### config.mk
export PLATFORM = sky130hd
export DESIGN_NAME = mem_port_arbiter
export DESIGN_NICKNAME = d
export VERILOG_FILES = /design/src/rtl/mem_port_arbiter.sv
export SDC_FILE = /design/constraint.sdc
export NUM_CORES = 1
export LEC_CHECK = 0
export BUFFER_PORTS_ARGS = -buffer_cell sky130_fd_sc_hd__buf_2
export CORE_UTILIZATION = 50
export CTS_BUF_LIST = sky130_fd_sc_hd__clkbuf_16
export CTS_CLUSTER_DIAMETER = 60
export DETAILED_ROUTE_END_ITERATION = 8
export PLACE_DENSITY = 0.86
export SETUP_SLACK_MARGIN = 0.2
export SYNTH_ARGS = -nofsm -noshare
export SYNTH_HDL_FRONTEND = slang
export SYNTH_SLANG_ARGS = --single-unit
export TNS_END_PERCENT = 50
### constraint.sdc
create_clock -name clk -period 2.8 [get_ports clk]
set_clock_uncertainty 0.05 [all_clocks]
set_input_delay 0.14 -clock clk [delete_from_list [all_inputs] [get_ports clk]]
set_output_delay 0.14 -clock clk [all_outputs]
set_load 0.02 [all_outputs]
### src/rtl/mem_port_arbiter.sv
// Round-robin arbiter sharing one combinational-read memory port between
// instruction fetch (read-only) and load/store (read/write) requesters.
module mem_port_arbiter #(
   parameter int unsigned ADDR_W      = 32,
   parameter int unsigned DATA_W      = 32,
   parameter int unsigned WAIT_CYCLES = 1
) (
   input  logic              clk,
   input  logic              rst_n,
   input  logic              if_req,
   input  logic [ADDR_W-1:0] if_addr,
   output logic [DATA_W-1:0] if_rdata,
   output logic              if_ack,
   input  logic              ls_req,
   input  logic              ls_we,
   input  logic [ADDR_W-1:0] ls_addr,
   input  logic [DATA_W-1:0] ls_wdata,
   output logic [DATA_W-1:0] ls_rdata,
   output logic              ls_ack,
   output logic              mem_we,
   output logic [ADDR_W-1:0] mem_addr,
   output logic [DATA_W-1:0] mem_din,
   input  logic [DATA_W-1:0] mem_dout,
   output logic              busy
);

   localparam int unsigned   CntW    = $clog2(WAIT_CYCLES) + 1;
   localparam logic [CntW-1:0] CntLast = CntW'(WAIT_CYCLES - 1);

   // Requester id: 0 = IF, 1 = LS
   localparam logic GntIf = 1'b0;
   localparam logic GntLs = 1'b1;

   typedef enum logic [1:0] {StIdle, StAccess, StResp} state_e;

   state_e            state_q, state_d;
   logic [CntW-1:0]   cnt_q, cnt_d;
   logic              last_q, last_d;
   logic              win_q, win_d;
   logic              we_q, we_d;
   logic [ADDR_W-1:0] addr_q, addr_d;
   logic [DATA_W-1:0] wdata_q, wdata_d;
   logic [DATA_W-1:0] if_rdata_q, if_rdata_d;
   logic [DATA_W-1:0] ls_rdata_q, ls_rdata_d;
   logic              winner;

   // State and datapath registers; reset abandons any access in flight
   always_ff @(posedge clk or negedge rst_n) begin
      if (!rst_n) begin
         state_q    <= StIdle;
         cnt_q      <= '0;
         last_q     <= GntLs;
         win_q      <= GntIf;
         we_q       <= 1'b0;
         addr_q     <= '0;
         wdata_q    <= '0;
         if_rdata_q <= '0;
         ls_rdata_q <= '0;
      end else begin
         state_q    <= state_d;
         cnt_q      <= cnt_d;
         last_q     <= last_d;
         win_q      <= win_d;
         we_q       <= we_d;
         addr_q     <= addr_d;
         wdata_q    <= wdata_d;
         if_rdata_q <= if_rdata_d;
         ls_rdata_q <= ls_rdata_d;
      end
   end

   // Next-state: grant in IDLE, count out the access, then one RESP cycle
   always_comb begin
      state_d    = state_q;
      cnt_d      = cnt_q;
      last_d     = last_q;
      win_d      = win_q;
      we_d       = we_q;
      addr_d     = addr_q;
      wdata_d    = wdata_q;
      if_rdata_d = if_rdata_q;
      ls_rdata_d = ls_rdata_q;
      winner     = GntIf;
      unique case (state_q)
         StIdle: begin
            if (if_req || ls_req) begin
               // On a tie the requester that did not win last time goes first
               winner  = (if_req && ls_req) ? ~last_q : ls_req;
               win_d   = winner;
               addr_d  = (winner == GntLs) ? ls_addr : if_addr;
               we_d    = (winner == GntLs) && ls_we;
               wdata_d = (winner == GntLs) ? ls_wdata : wdata_q;
               cnt_d   = '0;
               state_d = StAccess;
            end
         end
         StAccess: begin
            cnt_d = cnt_q + CntW'(1);
            if (cnt_q == CntLast) begin
               if (!we_q) begin
                  if (win_q == GntLs) ls_rdata_d = mem_dout;
                  else                if_rdata_d = mem_dout;
               end
               state_d = StResp;
            end
         end
         StResp: begin
            last_d  = win_q;
            state_d = StIdle;
         end
         default: state_d = StIdle;
      endcase
   end

   // Outputs decode from registered state only
   always_comb begin
      if_ack   = (state_q == StResp) && (win_q == GntIf);
      ls_ack   = (state_q == StResp) && (win_q == GntLs);
      mem_we   = (state_q == StAccess) && we_q;
      mem_addr = addr_q;
      mem_din  = wdata_q;
      busy     = (state_q != StIdle);
      if_rdata = if_rdata_q;
      ls_rdata = ls_rdata_q;
   end

endmodule

Yosys cells after proc, flatten, opt, wreduce, memory -nomap -nowiden
Cells that the tools add are included.

Input bits: 133. Bits in registers: 134. Bits in latches: 0. ROM bits: 0. Memories kept: 0. Bits in writable memories: 0.

Div/mod/pow operators: 0. Add/sub/neg operators: 1. Multipliers: 0. Equal/unequal tests: 4. $lt $le $gt $ge: 0. Reduce and logical (&&, ||, !) cells: 15. Mux-type cells: 7. Bitwise gates (word level): 4. Shifts and indexed selects: 0.

Operators by type and width (number): 32-bit two-way mux (1); 4-bit AND reduction (2); 2-bit AND reduction (3); 1-bit logical AND (5); 2-bit two-way mux (2); 2-bit inequality test (second input constant) (2); 1-bit NOT (4); 2-bit case mux with 2 select lines (1); 2-bit nonzero test (2); 3-bit AND reduction (1); 2-bit by 1-bit == test with 1-bit output (second input constant) (1); 2-bit == test (second input constant) (1); 2-bit zero test (1); 1-bit two-way mux (2); 1-bit case mux with 2 select lines (1); 1-bit adder (second input constant) (1); 1-bit logical OR (1).

Longest topological paths before layout
Depth after elaboration: 3. Gate-level depth with buffers: 5.

Worst setup path after synthesis
No wires, ideal clock.

Kind: register to register. Start: reg last_q. End: reg addr_q[12] (netlist: mem_addr[12]). Arrival: 1.761 ns. Data required time: 2.625 ns. Clock period less this slack: 1.936 ns. Cell stages (with the launch flop): 6. Buffers on the path: 2. Setup slack: 0.864 ns. Path through: dfstp_2 > a21bo_2 > clkbuf_1 > clkbuf_1 > mux2_2 > mux2_2.

Word-level cells in the longest chain between the ends: 3.

RTL lines: start, declared (line 38) `logic last_q, last_d;`; start signal, assigned (line 52) `last_q <= GntLs;`; start signal, assigned (line 62) `last_q <= last_d;`; 1-bit NOT (line 88) `winner = (if_req && ls_req) ? ~last_q : ls_req;`; 1-bit two-way mux (line 88); 32-bit two-way mux (line 90) `addr_d = (winner == GntLs) ? ls_addr : if_addr;`; end signal, assigned (line 65) `addr_q <= addr_d;`; end, declared (line 41) `logic [ADDR_W-1:0] addr_q, addr_d;`.

No other way between the ends. A chain may end at the register's enable or synchronous reset.

Final worst setup path
Start: reg state_q[1]. End: reg ls_rdata_q[9] (netlist: ls_rdata[9]).

Word-level cells in the longest chain between the ends: 2.

RTL lines: start, declared (line 36) `state_e state_q, state_d;`; start signal, assigned (line 50) `state_q <= StIdle;`; start signal, assigned (line 60) `state_q <= state_d;`; 2-bit by 1-bit == test with 1-bit output (line 84) `unique case (state_q)`; 4-bit AND reduction (no line); end signal, assigned (line 68) `ls_rdata_q <= ls_rdata_d;`; end, declared (line 44) `logic [DATA_W-1:0] ls_rdata_q, ls_rdata_d;`.

No other way between the ends.

==> run_results.csv <==
group,metric,value,unit
status,outcome,"finished, final reports clean",
yosys,synth_top_family_by_area,"multiplexers",
clock_tree,root_buffer,"clkbuf_16",
worst_setup_path,slowest_delay,560,ps
yosys,synth_mux_area_frac,0.3477,
floorplan,io_pins,265,
detailed_routing,drt.antenna.violating_nets,0,
worst_setup_path,cp_slowest_cell,"or4_2",
detailed_routing,routed-wl-met2,8491,µm
floorplan,start_util,0.5239,
yosys,netlist_area,5505,µm²
detailed_routing,drt_iter0_drc,180,
placement,port_buffers,264,
yosys,synth_compound_area_frac,0.008864,
power,p_per_area,1262,nW/µm²
sta,worstMarginPinSlew,1022,ps
worst_setup_path,worst_r2r_path_depth,4,
floorplan,dieArea,11430,µm²
worst_setup_path,critical_path.top_delay_family,"simple AND/OR/NAND/NOR gates",
detailed_routing,dr.pass1.iters,4,
worst_setup_path,criticalPathCategory,"flop to flop",
detailed_routing,top_layer_used,"met4",
sta,maxSlewViolCount,0,
worst_hold_path,hold_path_depth,3,
power,ir_drop,0.8452,mV
yosys,synth_nets,466,
clock_tree,cts_buffers,17,
grt,grt_pass1_vias,4650,
clock_tree,clk-insertion-delay-late,410,ps
detailed_routing,detail_route.wl_per_cell,19.22,µm
sta,period_share,0.7453,
floorplan,std_cell_rows,37,
placement,placed_area,6977,µm²
yosys,synth_seq_area_share,0.6093,
sta,hold_violations,0,
placement,placedCellCount,721,
power,power.leakage,4.087,nW
clock_tree,h-tree-depth,4,
grt,antenna_found_initial,0,
worst_setup_path,path_buf_inv,1,
detailed_routing,routed_wl,15740,µm
detailed_routing,drcViolationCount,0,
sta,fmax,479.2,MHz
worst_setup_path,path_max_fanout,32,
floorplan,die_y,106.9,µm
grt,grt_pass1_wl,24140,µm
yosys,ys_types,22,
clock_tree,cts.sinks,134,
cells_and_area,area_growth,49.09,%
cells_and_area,drive_gt1_frac,0.6750,
clock_tree,cts_resized,0,
floorplan,die_w,106.9,µm
worst_setup_path,critPathRequiredTime,3040,ps
clock_tree,clk_path_buf_depth,2,
cells_and_area,final_util,0.7810,
sta,final-setup-viol-count,0,
yosys,synthXorXnorAreaFrac,0,
cells_and_area,stdcell_count,819,
job,cap_viol_max_count,0,
grt,gr-total-overflow,0,
clock_tree,hold_buffers,66,
yosys,synth_fa_ha_area_frac,0,
yosys,yosysWarnings,0,
floorplan,core,10510,µm²
placement,dpl.hpwl,9745,µm
clock_tree,cts_setup_buffers,0,
detailed_routing,vias_per_cell,5.128,
yosys,syn-mean-instance-area,16.53,µm²
cells_and_area,insertedDiodeCount,0,
yosys,yosys.area_share.simple,0.01455,
grt,grtUsageTotal,0.2865,
worst_setup_path,crit_cells,4,
worst_setup_path,timing.critical_path.arrival,2330,ps
sta,grt_setup_unrepaired,"false",
clock_tree,path_clk_slew,50,ps
cells_and_area,fin_area,8208,µm²
sta,slew_headroom,0.3171,
worst_hold_path,hp-class,"input port to flop",
detailed_routing,drt-met1-wl,5878,µm
detailed_routing,wl_met3,1054,µm
sta,period_needed,2087,ps
sta,fin_setup_tns,0,ps
worst_setup_path,start_kind,"flop",
worst_setup_path,path_cells,"nand2b_1 > or4_2 > buf_4 > mux2_4",
grt,grt_max_degree,76,
placement,place_congestion,0.7878,
yosys,ys_seq_elements,134,
clock_tree,tritoncts,"done",
detailed_routing,via_count,4200,
worst_setup_path,r2r_setup_slack,710,ps
yosys,syn_inst,333,
cells_and_area,num-nets-final,803,
worst_setup_path,crit_path_end_kind,"flop",
[cell families after synthesis]
group / Yosys count
multiplexers: 160
flip-flops: 134
buffers and inverters: 19
AND/OR/NAND/NOR: 14
AO/OA/AOI/OAI: 6
[synthesized netlist by cell type, drive strengths merged]
master,n,area [µm²]
or2,1,6.260
nor2,4,15.01
nand2,2,7.510
inv,1,3.750
a22o,1,8.760
o21bai,1,7.510
and2,2,12.51
nor4,1,12.51
dfstp,1,26.28
nand2b,2,12.51
buf,14,88.83
nor2b,1,6.260
dfrtp,133,3328
mux2,160,1914
o21a,1,7.510
a21o,2,15.01
clkbuf,4,15.01
or4,1,7.510
a21bo,1,10.01
[metrics by stage]
step,total power (W),setup slack [ps],hold WS (ps)
CTS,0.01031,724.0,15.47
finish,0.01036,713.1,34.34
global route,0.01082,647.2,17.68
global placement,0.007835,798.1,38.87
detailed placement,0.008030,723.5,46.91
floorplan,0.006475,863.9,-205.6
[worst paths after layout]
check | start | endpoint
setup / recovery | state_q[1] | ls_rdata[9]
hold reg to reg | if_rdata[16] | if_rdata[16]
min in group asynchronous | rst_n | ls_rdata[13]
hold / removal | ls_addr[26] | mem_addr[26]
setup reg to reg | state_q[1] | ls_rdata[9]
max in group asynchronous | rst_n | last_q
[cell type report]
cell class / instances / area (µm²)
Sequential cell: 134 / 3354
Fill cell: 587 / 2301
Clock inverter: 15 / 145.1
Multi-Input combinational cell: 180 / 2067
Inverter: 1 / 3.754
Tap cell: 136 / 170.2
Timing Repair Buffer: 336 / 2042
Clock buffer: 17 / 425.4
[per-layer routing]
| metal | GRT usage | vias up |
|---|---|---|
| met1 | 0.3020 | 2132 |
| met2 | 0.5295 | 192 |
| met5 | 0 | - |
| met3 | 0.08936 | 28 |
| met4 | 0.1096 | 0 |
| li1 | - | 1848 |
[cells in the final DEF (no fill, tap or decap)]
cell           synthesis  layout
buf_4                  0       6
bufinv_16              0       3
and2_1                 2       2
mux2_4                30      30
or2_2                  1       1
o21a_1                 1       1
buf_12                 0       1
clkinv_4               0       1
dfstp_2                1       1
dlygate4sd3_1          0      66
clkbuf_16              0      17
a22o_1                 1       1
clkinv_1               0       5
nor2_1                 4       3
mux2_1                 2       2
buf_2                 11     263
dfrtp_1              133     133
a21o_1                 2       2
a21bo_2                1       1
nor4_4                 0       1
o21bai_4               0       1
clkinv_2               0       4
nand2b_1               2       2
nand2_1                2       2
nor2b_1                1       1
nor2_2                 0       1
inv_1                  0       2
inv_2                  1       1
mux2_2               128     128
or4_2                  0       1
[where the power goes]
part | leakage (nW) | switching, W | internal [W] | total [W]
Sequential | 1.58 | 0.000578 | 0.00295 | 0.00353
Clock | 0.290 | 0.000795 | 0.00137 | 0.00216
Combinational | 2.22 | 0.00255 | 0.00211 | 0.00466
[state kept, by name (all words and copies together) (netlist names)]
| signal | cells |
|---|---|
| if_rdata | 32 |
| ls_rdata | 32 |
| mem_addr | 32 |
| mem_din | 32 |
| state_q | 2 |
| cnt_q | 1 |
| last_q | 1 |
| we_q | 1 |
| win_q | 1 |
[worst min-delay path, delay by kind of cell]
family | cells | cell delay [ps]
muxes | 2 | 250
buffers and inverters | 1 | 70
Power figures use the tool's default switching activity.
